### src/rtl/pdu_dma_fetcher.sv
// rtl/pdu_dma_fetcher.sv - ring buffer DMA request consumer streaming flits to the PCIe write path
module pdu_dma_fetcher #(
  parameter int PDU_DEPTH     = 512,
  parameter int PDU_AWIDTH    = $clog2(PDU_DEPTH),
  parameter int THRESHOLD     = 64,
  parameter int APP_IDX_WIDTH = 12,
  parameter int FIFO_DEPTH    = 4
) (
  input  logic                     clk,
  input  logic                     rst,
  input  logic                     dma_start,
  input  logic [PDU_AWIDTH-1:0]    dma_size,
  input  logic [PDU_AWIDTH-1:0]    dma_base_addr,
  input  logic [APP_IDX_WIDTH-1:0] dma_queue,
  output logic                     dma_done,
  output logic [PDU_AWIDTH-1:0]    rd_addr,
  output logic                     rd_en,
  input  logic                     rd_valid,
  input  logic [511:0]             rd_data,
  output logic [511:0]             out_data,
  output logic                     out_valid,
  input  logic                     out_ready,
  output logic                     out_sop,
  output logic                     out_eop,
  output logic [APP_IDX_WIDTH-1:0] out_queue,
  output logic                     busy
);
  localparam int MAX_SLOT = PDU_DEPTH - THRESHOLD;
  localparam int FPW      = $clog2(FIFO_DEPTH);
  localparam int FCW      = FPW + 1;

  typedef enum logic [1:0] {IDLE, FETCH, DRAIN, DONE} state_t;

  state_t                   state_q, state_d;
  logic [PDU_AWIDTH-1:0]    ptr_q, ptr_d, rem_q, rem_d, size_q, size_d;
  logic [PDU_AWIDTH-1:0]    push_cnt_q, push_cnt_d, ptr_inc;
  logic [APP_IDX_WIDTH-1:0] queue_q, queue_d;
  logic                     sop_pend_q, sop_pend_d;
  logic [1:0]               dly_q, dly_d;
  logic [1:0]               inflight_q, inflight_d;
  logic [FCW-1:0]           cnt_q, cnt_d;
  logic [FCW:0]             occupancy;
  logic [FPW-1:0]           wp_q, rp_q;
  logic [511:0]             mem_data_q [FIFO_DEPTH];
  logic [FIFO_DEPTH-1:0]    mem_sop_q, mem_eop_q;
  logic                     push, pop, credit_ok, eop_flag;

  // Returns with no read outstanding are leftovers from before a reset.
  assign push      = rd_valid && (inflight_q != 2'd0);
  assign out_valid = (cnt_q != '0);
  assign pop       = out_valid && out_ready;
  assign out_data  = mem_data_q[rp_q];
  assign out_sop   = out_valid && mem_sop_q[rp_q];
  assign out_eop   = out_valid && mem_eop_q[rp_q];
  assign out_queue = queue_q;
  assign rd_addr   = ptr_q;
  assign busy      = (state_q != IDLE);
  assign eop_flag  = ((push_cnt_q + PDU_AWIDTH'(1)) == size_q);
  assign ptr_inc   = ptr_q + PDU_AWIDTH'(1);

  // Same-cycle pops are not credited, so the skid FIFO can never overflow.
  assign occupancy = (FCW+1)'(cnt_q) + (FCW+1)'(inflight_q);
  assign credit_ok = (occupancy < (FCW+1)'(FIFO_DEPTH));

  always_comb begin
    state_d    = state_q;
    ptr_d      = ptr_q;
    rem_d      = rem_q;
    size_d     = size_q;
    queue_d    = queue_q;
    sop_pend_d = sop_pend_q;
    push_cnt_d = push_cnt_q;
    dly_d      = dly_q;
    rd_en      = 1'b0;
    dma_done   = 1'b0;
    unique case (state_q)
      IDLE: begin
        if (dma_start) begin
          ptr_d      = dma_base_addr;
          rem_d      = dma_size;
          size_d     = dma_size;
          queue_d    = dma_queue;
          sop_pend_d = 1'b1;
          push_cnt_d = '0;
          if (dma_size != '0) begin
            state_d = FETCH;
          end else begin
            state_d = DONE;
            dly_d   = 2'd2;
          end
        end
      end
      FETCH: begin
        if (credit_ok) begin
          rd_en = 1'b1;
          ptr_d = (ptr_inc >= PDU_AWIDTH'(MAX_SLOT)) ? '0 : ptr_inc;
          rem_d = rem_q - PDU_AWIDTH'(1);
          if (rem_q == PDU_AWIDTH'(1)) state_d = DRAIN;
        end
      end
      DRAIN: begin
        if (pop && out_eop) state_d = DONE;
      end
      DONE: begin
        if (dly_q != 2'd0) begin
          dly_d = dly_q - 2'd1;
        end else begin
          dma_done = 1'b1;
          state_d  = IDLE;
        end
      end
      default: state_d = IDLE;
    endcase
    if (push) begin
      sop_pend_d = 1'b0;
      push_cnt_d = push_cnt_q + PDU_AWIDTH'(1);
    end
  end

  always_comb begin
    inflight_d = inflight_q;
    if (rd_en && !push)      inflight_d = inflight_q + 2'd1;
    else if (!rd_en && push) inflight_d = inflight_q - 2'd1;
    cnt_d = cnt_q;
    if (push && !pop)        cnt_d = cnt_q + FCW'(1);
    else if (!push && pop)   cnt_d = cnt_q - FCW'(1);
  end

  always_ff @(posedge clk) begin
    if (rst) begin
      state_q    <= IDLE;
      ptr_q      <= '0;
      rem_q      <= '0;
      size_q     <= '0;
      queue_q    <= '0;
      sop_pend_q <= 1'b0;
      push_cnt_q <= '0;
      dly_q      <= '0;
      inflight_q <= '0;
      cnt_q      <= '0;
      wp_q       <= '0;
      rp_q       <= '0;
      mem_sop_q  <= '0;
      mem_eop_q  <= '0;
      for (int i = 0; i < FIFO_DEPTH; i++) mem_data_q[i] <= '0;
    end else begin
      state_q    <= state_d;
      ptr_q      <= ptr_d;
      rem_q      <= rem_d;
      size_q     <= size_d;
      queue_q    <= queue_d;
      sop_pend_q <= sop_pend_d;
      push_cnt_q <= push_cnt_d;
      dly_q      <= dly_d;
      inflight_q <= inflight_d;
      cnt_q      <= cnt_d;
      if (push) begin
        mem_data_q[wp_q] <= rd_data;
        mem_sop_q[wp_q]  <= sop_pend_q;
        mem_eop_q[wp_q]  <= eop_flag;
        wp_q             <= wp_q + FPW'(1);
      end
      if (pop) rp_q <= rp_q + FPW'(1);
    end
  end
endmodule

### config.mk
export PLATFORM = sky130hd
export DESIGN_NAME = pdu_dma_fetcher
export DESIGN_NICKNAME = d
export VERILOG_FILES = /design/src/rtl/pdu_dma_fetcher.sv
export SDC_FILE = /design/constraint.sdc
export NUM_CORES = 2
export LEC_CHECK = 0
export ABC_AREA = 1
export BUFFER_PORTS_ARGS = -buffer_cell sky130_fd_sc_hd__buf_2
export CORE_AREA = 3 3 422 424
export CTS_CLUSTER_DIAMETER = 60
export DETAILED_ROUTE_END_ITERATION = 6
export DIE_AREA = 0 0 425 427
export PLACE_DENSITY_LB_ADDON = 0.25
export SYNTH_ARGS = -nofsm -noshare
export SYNTH_HDL_FRONTEND = slang
export SYNTH_SLANG_ARGS = --single-unit
### constraint.sdc
create_clock -name clk -period 50.5 [get_ports clk]
set_clock_uncertainty 0.05 [all_clocks]
set_input_delay 2.525 -clock clk [delete_from_list [all_inputs] [get_ports clk]]
set_output_delay 2.525 -clock clk [all_outputs]
set_load 0.1 [all_outputs]
==> flow_summary.ini <==
[yosys]
synth_area_per_cell_um2 = 10.9
syn_area_um2 = 89900
seq_area_frac_synth_pct = 70.0
synthSimpleGateAreaFrac_pct = 13.9
synth_edf_count = 2048
synthTopCellsByArea = edfxtp_1 (68%), nor2_1 (13%), o21ai_0 (6.1%)
synth-xor-area-share_pct = 0.143
ys_dominant_reg_cell = edfxtp_1
syn_nets = 8836
synth_top_area_cell = edfxtp_1
synthAdderAreaFrac_pct = 0.259
netlist_instances = 8271
yosysUniqueCellTypes = 38
ys_warn_count = 0
synth_top_area_share_pct = 68.4
ys_async_sr_fraction_pct = 0
synth_seq_cells = 2120
synth_top_family_by_area = simple AND/OR/NAND/NOR gates
muxShareOfSynthArea_pct = 0
synth_compound_area_share_pct = 10.1

[worst_setup_path]
critPathMaxFanout = 203
r2r_end = mem_data_q[0][394]
end_kind = primary output
slowest_delay_ps = 930
r2r-start = inflight_q[1]
crit_slowest_cell = buf_4
reg2reg_slack_ps = 44010
crit_type = flip-flop to primary output
cp.required_ps = 47920
start_kind = flip-flop
worst_r2r_path_depth = 10
crit_top_cell = buf_4
crit_chain = inv_8, buf_12, buf_4, buf_4, buf_4, o21ai_0, o22ai_1, buf_2
worstPathArrival_ps = 6590

[global_routing]
grt_pass1_vias = 62400
antenna_found_initial = 60
grt_max_degree = 207
grt_overflow = 0
grt_first_pass_wirelength_mm = 388
grt_use_total_pct = 28.1

[detailed_routing]
postRouteAntennaNets = 0
drt-total-wl_mm = 265
dr_wl_met2_mm = 125
first_pass_iters = 6
viasPerCell = 5.69
num_vias = 66200
drcViolationCount = 0
drtIter0Drc = 6787
top_layer_used = met5
wl_met3_mm = 22.4
wl_met1_mm = 100
avgRoutedWirePerCell_um = 22.7

[min_path]
min_from = rem_q[5]
hold_path.class = flip-flop to flip-flop
holdPathStages = 2
min_to = rem_q[5]

[placed_design]
place_congestion = 0.857
place_ws_ps = 41490
io_buffer_count = 1085
dp_hpwl_mm = 156
post_dp_cell_area_um2 = 96200

[final_layout]
final_common_cell = nor2_1
final_nets = 9637
syn_to_final_growth_pct = 14.9
final_cell_area_um2 = 103000
fin_util_pct = 59.3
layout_common_cells = nor2_1 (3129), edfxtp_1 (2048), o21ai_0 (1087)
drive_above_1_share_pct = 16.3

[floorplan]
num_rows = 153
boundaryPins = 1086
fp.dieH_um = 427
initial_core_util_pct = 51.6
fp.coreArea_um2 = 174000
dieWidth_um = 425
die-area_um2 = 181000

[sta]
max_slew_margin_pct = 14.4
fin_crit_sh_pct = 18.2
fmax_mhz = 109
finalSetupViolations = 0
finalHoldViolCount = 0
worstMarginPinSlew_ps = 1280
setup_tns_ps = 0
layout_setup_ws_ps = 41330
period_needed_ps = 9170
slew_violations = 0
rsz0062_at_grt = no

[clock_tree]
cts_root_buffer = clkbuf_16
cts_buffer_depth = 3
cts_resized = 0
clock_latency_ps = 860
cts_buffers = 213
cts_sinks = 2120
cts_setup_buffers = 0
cts_tree = yes
postCtsHoldBufs = 0
cts_max_level = 4
path_clk_slew_ps = 60

[power]
power_uw = 6450
cellLeakagePower_uw = 0.0427
ir_drop_mv = 0.0720
power_density_nw_per_um2 = 62.4

[run]
cap_violations = 0

[status]
status = finished, final reports clean
==> sequential cells by signal, summed over array words and instances, names as in the netlist, 3 cells and up, named ones only <==
| register | count |
|---|---|
| out_queue | 12 |
| rd_addr | 9 |
| push_cnt_q | 9 |
| rem_q | 9 |
| size_q | 9 |
| mem_sop_q | 4 |
| mem_eop_q | 4 |
| cnt_q | 3 |
| mem_data_q | 2048 |
==> per-layer routing <==
layer	track usage, %	vias to the layer above
li1	-	29900
met1	36.9	32400
met2	43.4	3234
met3	4.86	595
met4	18.4	4
met5	0	-
==> report_power, final <==
part,internal [µW],switching [µW]
registers,2200,64.4
clock network,889,681
logic,358,2250
total,3450,3000
==> logic make-up after synthesis <==
| kind of cell | after synthesis |
|---|---|
| AND/OR/NAND/NOR | 3289 |
| flip-flops | 2120 |
| AO/OA/AOI/OAI | 1674 |
| buffers and inverters | 1157 |
| adder cells (fa/ha/maj) | 18 |
| XOR/XNOR | 13 |
==> worst max-delay path: cells and delay by family (launching register included) <==
kind / cells / cell delay, ps
AO/OA/AOI/OAI: 2 / 480
buffers and inverters: 6 / 4310
flip-flops: 1 / 370
==> cell type report <==
type / instances / area (µm²)
clock buffer: 266 / 5660
tap: 2325 / 2910
timing repair buffer: 1169 / 6210
multi-input combinational: 4994 / 22000
antenna: 61 / 153
inverter: 574 / 2180
fill: 14300 / 70900
sequential: 2120 / 62900
clock inverter: 134 / 1280
==> worst max path at each step <==
| stage | slack [ps] | to | cells past startpoint | startpoint |
|---|---|---|---|---|
| floorplan | 11160 | mem_data_q[3][0] | 5 | rd_valid |
| global placement | 41520 | mem_data_q[0][391] | 10 | rst |
| detailed placement | 41490 | mem_data_q[0][393] | 10 | rst |
| CTS | 41460 | out_data[168] | 8 | flip-flop |
| global route | 40980 | out_data[171] | 8 | flip-flop |
| finish | 41330 | out_data[168] | 8 | flip-flop |
==> through the flow <==
| stage | cells | hold slack (ps) |
|---|---|---|
| detailed placement | 11200 | 407 |
| floorplan | 8271 | 380 |
| finish | 11600 | 418 |
| CTS | 11600 | 416 |
| global route | 11600 | 439 |
| global placement | 11200 | 402 |
==> Yosys cell counts (2+ instances only) <==
library cell	number
or2_2	3
inv_1	571
a211oi_1	3
buf_8	3
xor2_1	6
nand2_1	90
clkbuf_1	301
nor3_1	4
dfxtp_1	72
buf_6	48
buf_2	217
o21ai_0	1087
nand3b_1	2
inv_2	2
a21oi_1	63
ha_1	17
xnor2_1	6
o21bai_1	3
buf_4	13
nor2_2	21
nand4_1	4
nor2_1	3129
nand3_1	32
o22ai_1	513
edfxtp_1	2048
(Power assumes the default switching activity.)
